==> config.mk <==
export PLATFORM = sky130hd
export DESIGN_NAME = poly_negacyclic_fold
export DESIGN_NICKNAME = d
export VERILOG_FILES = /design/src/rtl/fv_pkg.sv /design/src/rtl/poly_mod_sub.sv /design/src/rtl/poly_negacyclic_fold.sv
export SDC_FILE = /design/constraint.sdc
export NUM_CORES = 1
export LEC_CHECK = 0
export ABC_CLOCK_PERIOD_IN_PS = 23400
export CORE_MARGIN = 4
export CORE_UTILIZATION = 55
export DETAILED_ROUTE_END_ITERATION = 12
export HOLD_SLACK_MARGIN = 0.02
export PLACE_DENSITY = 0.72
export RECOVER_POWER = 50
export SKIP_LAST_GASP = 1
export SYNTH_ARGS = -nofsm -noshare
export SYNTH_HDL_FRONTEND = slang
export SYNTH_SLANG_ARGS = --single-unit
==> constraint.sdc <==
create_clock -name clk -period 23.4 [get_ports clk]
set_clock_uncertainty 0.05 [all_clocks]
set_input_delay 4.68 -clock clk [delete_from_list [all_inputs] [get_ports clk]]
set_output_delay 4.68 -clock clk [all_outputs]
set_load 0.01 [all_outputs]
==> src/rtl/fv_pkg.sv <==
// Shared types and width helpers for the FV encryption datapath.
package fv_pkg;

    typedef enum logic [1:0] {
        IDLE  = 2'd0,
        LOAD  = 2'd1,
        FOLD  = 2'd2,
        DRAIN = 2'd3
    } fold_state_e;

    // One extra bit above the coefficient width holds the borrow of a - b.
    function automatic int mod_sub_width(input int qw);
        return qw + 1;
    endfunction

endpackage

==> src/rtl/poly_mod_sub.sv <==
// Combinational modular subtract: o_d = (i_a - i_b) mod Q, for i_a, i_b < Q.
module poly_mod_sub
    import fv_pkg::*;
#(
    parameter int             QW = 64,
    parameter logic [QW-1:0]  Q  = QW'(64'hFFFF_FFFF_0000_0001)
) (
    input  logic [QW-1:0] i_a,
    input  logic [QW-1:0] i_b,
    output logic [QW-1:0] o_d
);

    localparam int SW = mod_sub_width(QW);

    logic [SW-1:0] w_diff;
    logic          w_borrow;

    assign w_diff   = {1'b0, i_a} - {1'b0, i_b};
    // The top bit of the widened difference is set exactly when i_a < i_b.
    assign w_borrow = w_diff[SW-1];
    assign o_d      = w_diff[QW-1:0] + (w_borrow ? Q : '0);

endmodule

==> src/rtl/poly_negacyclic_fold.sv <==
// Folds 2N-1 linear-convolution coefficients into N coefficients mod (x^N + 1):
// c[i] = a[i] - a[i+N] mod Q, one polynomial in flight at a time.
module poly_negacyclic_fold
    import fv_pkg::*;
#(
    parameter int             N  = 16,
    parameter int             QW = 64,
    parameter logic [QW-1:0]  Q  = QW'(64'hFFFF_FFFF_0000_0001)
) (
    input  logic          clk,
    input  logic          rst_n,
    input  logic          in_valid,
    output logic          in_ready,
    input  logic [QW-1:0] in_data,
    input  logic          in_last,
    output logic          out_valid,
    input  logic          out_ready,
    output logic [QW-1:0] out_data,
    output logic          out_last,
    output logic          err
);

    localparam int IW = $clog2(2 * N);
    localparam int OW = $clog2(N);

    fold_state_e   r_state;
    logic [IW-1:0] r_in_idx;
    logic [OW-1:0] r_out_idx;
    logic          r_err;
    logic [QW-1:0] r_buf [N];

    logic          w_in_hs;
    logic          w_out_hs;
    logic          w_in_at_last;
    logic [OW-1:0] w_buf_idx;
    logic [QW-1:0] w_sub;

    assign in_ready     = (r_state == LOAD) || (r_state == FOLD);
    assign out_valid    = (r_state == DRAIN);
    assign w_in_hs      = in_valid && in_ready;
    assign w_out_hs     = out_valid && out_ready;
    assign w_in_at_last = (r_in_idx == IW'(2 * N - 2));

    // During FOLD the high half of the input stream lands on buf[k-N].
    assign w_buf_idx = (r_state == FOLD) ? OW'(r_in_idx - IW'(N)) : OW'(r_in_idx);

    assign out_data = r_buf[r_out_idx];
    assign out_last = out_valid && (r_out_idx == OW'(N - 1));
    assign err      = r_err;

    poly_mod_sub #(
        .QW (QW),
        .Q  (Q)
    ) u_mod_sub (
        .i_a (r_buf[w_buf_idx]),
        .i_b (in_data),
        .o_d (w_sub)
    );

    // NOTE: the coefficient buffer has no reset; every entry is rewritten
    // during LOAD before DRAIN can read it, so reset state is never observed.
    always_ff @(posedge clk) begin
        if (w_in_hs) begin
            r_buf[w_buf_idx] <= (r_state == FOLD) ? w_sub : in_data;
        end
    end

    // NOTE: all sequential state uses non-blocking assignments so every
    // register samples pre-edge values regardless of statement order.
    always_ff @(posedge clk) begin
        if (!rst_n) begin
            r_state   <= IDLE;
            r_in_idx  <= '0;
            r_out_idx <= '0;
            r_err     <= 1'b0;
        end else begin
            if (w_in_hs && (in_last != w_in_at_last)) begin
                r_err <= 1'b1;
            end

            case (r_state)
                IDLE: r_state <= LOAD;

                LOAD: begin
                    if (w_in_hs) begin
                        r_in_idx <= r_in_idx + 1'b1;
                        if (r_in_idx == IW'(N - 1)) begin
                            r_state <= FOLD;
                        end
                    end
                end

                FOLD: begin
                    if (w_in_hs) begin
                        if (w_in_at_last) begin
                            r_in_idx <= '0;
                            r_state  <= DRAIN;
                        end else begin
                            r_in_idx <= r_in_idx + 1'b1;
                        end
                    end
                end

                DRAIN: begin
                    if (w_out_hs) begin
                        if (r_out_idx == OW'(N - 1)) begin
                            r_out_idx <= '0;
                            r_state   <= LOAD;
                        end else begin
                            r_out_idx <= r_out_idx + 1'b1;
                        end
                    end
                end

                default: r_state <= IDLE;
            endcase
        end
    end

endmodule

==> results of run 1 <==
## cell usage in the layout (no fill, tap or decap), types with 9 or more instances in the layout
cell type        synthesis  routed
edfxtp_1              1024    1024
mux4_2                 640     640
a21oi_1                145     144
clkdlybuf4s50_1          0     114
nor2_1                 118     112
clkbuf_16                0     111
nand2_1                108     108
ha_1                   107     106
inv_1                  105     105
o21ai_0                 80      74
clkbuf_1               124      66
xnor2_1                 54      54
a21o_1                  50      50
xor2_1                  47      47
buf_4                    0      35
nand4_1                 34      34
nand3_1                 32      32
nor3_1                  27      27
mux2i_1                 22      22
dlygate4sd3_1            0      22
clkinv_1                 0      21
and2_1                  21      20
and3_1                  19      19
nand2b_1                19      19
a211oi_1                18      18
o21a_1                  16      16
nor2b_1                 16      16
a31oi_1                 14      14
dfxtp_1                 20      14
clkinv_2                 0      14
o211ai_1                12      12
o21bai_1                12      12
nor4_1                  11      11
o21ai_1                  4      10
bufinv_16                0       9
## worst max-delay path by stage
| stage | cells after the start | start | to |
|---|---|---|---|
| finish | 5 | flop | out_data[47] |
| global route | 5 | flop | out_data[47] |
| CTS | 24 | in_data[0] | r_buf[0][62] |
| detailed placement | 24 | in_data[0] | r_buf[5][62] |
| global placement | 24 | in_data[0] | r_buf[4][62] |
| floorplan | 29 | in_data[7] | r_buf[0][56] |
## kinds of logic (layout without fill, tap and decap cells)
logic type / Yosys count / after routing / synth area share
other: 0 / 3 / 0
XOR/XNOR: 101 / 101 / 0.0163
multiplexers: 663 / 663 / 0.270
AO/OA/AOI/OAI: 432 / 432 / 0.0512
flip-flops: 1044 / 1044 / 0.574
adder cells (fa/ha/maj): 108 / 108 / 0.0250
AND/OR/NAND/NOR: 445 / 445 / 0.0417
buffers and inverters: 301 / 505 / 0.0216
## state kept, by name (all words and copies together), names as in the netlist, named ones only
| signal | cells |
|---|---|
| err | 1 |
| r_buf | 1024 |
| r_in_idx | 5 |
| r_out_idx | 4 |
| r_state | 2 |
## cell type report
cell class | instances | area, um2
fill | 6913 | 37000
inverter | 105 | 394
tap | 1276 | 1600
clock buffer | 142 | 2890
timing repair buffer | 207 | 1780
sequential | 1044 | 31200
clock inverter | 51 | 478
antenna | 3 | 7.51
multi-input combinational | 1749 | 22000
## routing by layer
layer	track usage	vias to the layer above	share of wire
met5	0	-	0
met4	0.0897	0	0.029
met3	0.0463	266	0.092
met2	0.464	1841	0.49
met1	0.407	17100	0.38
li1	-	13300	-
## power groups by stage
stage	clock, uW	sequential [uW]	combinational, uW
after floorplan	0	2500	2270
after global placement	0	2520	3090
after detailed placement	0	2530	3140
after CTS	1680	2490	3160
after global routing	1770	2500	3440
final	1660	2490	3170
## through the flow
| step | hold slack [ns] | setup slack [ns] |
|---|---|---|
| final | 0.444 | 9.98 |
| after global routing | 0.498 | 8.79 |
| after CTS | 0.461 | 10.59 |
| after detailed placement | 0.446 | 9.88 |
| after global placement | 0.429 | 10.06 |
| after floorplan | 0.418 | 11.62 |
## critical path, cell delays in order (launching register included)
cell	delay [ns]
dfxtp_1	2.23
clkbuf_1	2.80
buf_4	1.15
mux4_2	0.63
mux4_2	0.54
clkdlybuf4s50_1	0.52
==> summary.md, run 1 <==
| Metric | Value |
|---|---|
| Yosys top cell area share | 0.567 |
| Sequential share of power | 0.341 |
| Post-Syn Instances | 3094 |
| Outcome | complete, but fails checks |
| Detail Route Antenna Nets | 0 |
| Die footprint | 104000 um2 |
| H-Tree Depth | 3 |
| Initial antenna violation count | 3 |
| Commonest cells in the netlist | 1024 x edfxtp_1, 640 x mux4_2, 145 x a21oi_1 |
| Dpl cells | 4380 |
| Clk slew on worst S/H paths | 0.06 ns |
| Sw frac | 0.361 |
| Initial Util | 0.558 |
| Clk buf depth | 3 |
| Core ar. | 97300 um2 |
| Cts bufs inserted | 107 |
| Hold Crit Depth | 2 |
| Setup bufs post-CTS | 0 |
| Failing checks | max-capacitance violations, max-slew violations |
| Async set-reset flop share out of synthesis | 0 |
| Final Util | 0.620 |
| Chip width | 322 um |
| Worst hold endpoint | err |
| Final Total Pwr | 7320 uW |
| Fmax | 74.5 MHz |
| CTS tree | built |
| Worst slew pin tran | 4.21 ns |
| Via density | 7.10 |
| Worst-skew pair later-pin latency | 0.68 ns |
| Initial DRC count | 3929 |
| Mapped Area | 54300 um2 |
| P&R area growth vs syn | 11.2% |
| Vias | 32500 |
| Synthesized area per cell | 17.5 um2 |
| Max Slew Vio Count | 1293 |
| Crit path kind | flop to output pin |
| Row cnt | 114 |
| Post_cts resized | 0 |
| HP Start | err |
| Max Cap Violations | 39 |
| Share of total power in the clock network | 0.226 |
| Critical Path Fanout Max | 52 |
| DP Area | 57100 um2 |
| Worst path required time | 18.67 ns |
| Area leader, netlist | edfxtp_1 |
| Final min period | 13.42 ns |
| Largest net degree at the start of global routing | 88 |
| Comb pwr share | 0.433 |
| Sw power | 2640 uW |
| Peak supply drop | 92.4 uV |
| Most common cell in the synthesized netlist | edfxtp_1 |
| Int Power | 4680 uW |
| Syn Nets | 3271 |
| Setup-failing EPs final | 0 |
| Pwr Density | 121 nW/um2 |
| LEAKAGE | 0.0186 uW |
| Worst reg2reg path endpoint | r_buf[1][56] |
| Reg2reg path depth | 30 |
| # hold bufs at CTS | 0 |
| Synth area leaders | edfxtp_1 57%, mux4_2 27%, ha_1 2.5%, a21oi_1 1.3%, xnor2_1 0.87% |
| Crit start category | flop |
| EDFF count, synth | 1024 |
| Io pins | 137 |
| Number of distinct library cells after synthesis | 85 |
| Clock sink total | 1044 |
| PortBufs | 136 |
| Nets | 3391 |
| Yosys warns | 0 |
| Reg2reg setup slack | 11.47 ns |
| Post-synthesis sequential area ratio | 0.574 |
| WP data arrival | 8.69 ns |
| Routed WL | 147 mm |
| Vias in the first global route | 33100 |
| Post-synthesis register bit count | 1044 |
| 1st-pass router iterations | 6 |
| Final hold viol count | 0 |
| Worst slew margin | -1.81 |
| GRT Total Usage | 0.286 |
| DRC | 0 |
| Final Cycle Share | 0.573 |
| Layout Cells excl Fill | 4577 |
| Routed wire per std cell | 32.0 um |
| Synth Flop Type | edfxtp_1 |
| TNS Setup | 0 ns |
| Layout cells sized above 1 | 0.261 |
| GPL Wtd Cong | 0.938 |
| DIE HEIGHT | 322 um |
| Crit end category | output pin |
| Unrepaired setup endpoints after global routing | no |
| Final Cell Area | 60300 um2 |
| Root Driver | clkbuf_16 |
| First-pass GRT wire length | 218 mm |
| Gr ovfl total | 0 |
| HPWL after DPL | 88.0 mm |
| Hold crit path type | flop to flop |
Note: power is estimated with default switching activity, not from simulation.
==> inputs of run 2 (changes only) <==
Settings changed: ABC_CLOCK_PERIOD_IN_PS 23400 to 12660.
Clock period 23.4 ns to 12.66 ns, I/O delays scaled along.
==> summary.md, run 2 (same netlist as run 1, synthesis figures left out) <==
| Metric | Value |
|---|---|
| Via density | 7.13 |
| GRT Total Usage | 0.287 |
| Worst Path Buf+Inv | 2 |
| Cts bufs inserted | 104 |
| Most frequent cells in the layout | 1024 x edfxtp_1, 640 x mux4_2, 144 x a21oi_1 |
| Vias | 32700 |
| Clk buf depth | 3 |
| Most frequent CP cell | mux4_2 |
| Row cnt | 114 |
| Final hold viol count | 0 |
| Final Total Pwr | 13700 uW |
| Crit path kind | flop to output pin |
| Reg2reg path depth | 30 |
| Final min period | 11.25 ns |
| Die footprint | 104000 um2 |
| Largest registers | r_buf x1024, r_in_idx x5, r_out_idx x4 |
| 1st-pass router iterations | 5 |
| Initial Util | 0.558 |
| Gr ovfl total | 0 |
| Layout cells sized above 1 | 0.269 |
| DIE HEIGHT | 322 um |
| Max Slew Vio Count | 1213 |
| Root Driver | clkbuf_16 |
| Largest net degree at the start of global routing | 149 |
| PortBufs | 136 |
| Slowest-stage cell, CP | clkbuf_2 |
| Routed wire per std cell | 32.1 um |
| HPWL after DPL | 88.5 mm |
| Worst slew pin tran | 4.59 ns |
| Worst-skew pair later-pin latency | 0.70 ns |
| Unrepaired setup endpoints after global routing | no |
| Failing checks | max-capacitance violations, max-slew violations |
| Reg2reg setup slack | 2.20 ns |
| Largest stage delay, worst path | 3.44 ns |
| Nets | 3395 |
| # hold bufs at CTS | 0 |
| First-pass GRT wire length | 219 mm |
| DRC | 0 |
| TNS Setup | 0 ns |
| Worst hold endpoint | err |
| Worst reg2reg path endpoint | r_buf[2][56] |
| Detail Route Antenna Nets | 0 |
| Setup bufs post-CTS | 0 |
| HP Start | err |
| Critical Path Fanout Max | 148 |
| Worst path required time | 10.08 ns |
| Final Cycle Share | 0.888 |
| Fmax | 88.9 MHz |
| H-Tree Depth | 3 |
| CP Cell Sequence | clkbuf_2, mux4_2, mux4_2, clkdlybuf4s50_1 |
| Io pins | 137 |
| Core ar. | 97300 um2 |
| Most common cell after layout, fill and taps aside | edfxtp_1 |
| Chip width | 322 um |
| Initial antenna violation count | 6 |
| Hold Crit Depth | 2 |
| P&R area growth vs syn | 11.8% |
| WP data arrival | 8.67 ns |
| CP delay by family, top | buffers and inverters |
| Hold crit path type | flop to flop |
| Peak supply drop | 169 uV |
| Max FFs per register | 1024 |
| Routed WL | 147 mm |
| Vias in the first global route | 33300 |
| Setup-failing EPs final | 0 |
| Pwr Density | 226 nW/um2 |
| Outcome | complete, but fails checks |
| Worst slew margin | -2.06 |
| LEAKAGE | 0.0188 uW |
| GPL Wtd Cong | 0.932 |
| Clock sink total | 1044 |
| Clk slew on worst S/H paths | 0.06 ns |
| Max Cap Violations | 34 |
| Post_cts resized | 0 |
| Crit start category | flop |
| Crit end category | output pin |
| Initial DRC count | 4114 |
| Largest register by flop count | r_buf |
| CTS tree | built |
==> run 2: worst min-delay path, stage by stage (launching register included) <==
cell	delay, ns
dfxtp_1	0.33
a21oi_1	0.05
nor2b_1	0.09
==> run 2: layout make-up <==
type	count	area [um2]
Tap cell	1276	1600
Antenna cell	2	5.00
Fill cell	6678	36600
Timing Repair Buffer	214	1880
Clock buffer	127	2740
Inverter	105	394
Multi-Input combinational cell	1749	22000
Clock inverter	67	841
Sequential cell	1044	31200
==> run 2: per-layer routing <==
layer,GRT usage,vias to the layer above,wire [um]
li1,-,13300,-
met1,0.405,17100,56000
met2,0.467,1959,71800
met3,0.0471,305,14300
met4,0.0939,0,4960
met5,0,-,0
==> run 2: worst max path at each step <==
stage | startpoint | end | slack (ns) | depth (start not counted)
6_report | flop | out_data[4] | 1.41 | 4
5_1_grt | flop | out_data[4] | 1.21 | 4
4_1_cts | flop | r_buf[12][62] | 2.16 | 26
3_5_place_dp | in_data[0] | r_buf[12][56] | 1.44 | 28
3_3_place_gp | in_data[0] | r_buf[10][62] | 1.58 | 24
2_1_floorplan | in_data[7] | r_buf[0][56] | 3.03 | 29
==> run 2: power breakdown <==
group          switching, uW  total (uW)  internal, uW
logic                   3520        5890          2370
registers               79.8        4600          4520
clock network           1360        3240          1880
==> run 2: stage by stage <==
step | hold WS (ns) | cell area [um2] | instances | worst slack (ns) | util
finish | 0.450 | 60600 | 4584 | 1.41 | 0.623
global route | 0.487 | 60600 | 4584 | 1.21 | 0.623
CTS | 0.456 | 60800 | 4580 | 2.16 | 0.625
detailed placement | 0.440 | 57200 | 4386 | 1.44 | 0.589
global placement | 0.430 | 57200 | 4386 | 1.58 | 0.589
floorplan | 0.418 | 54300 | 3094 | 3.03 | -
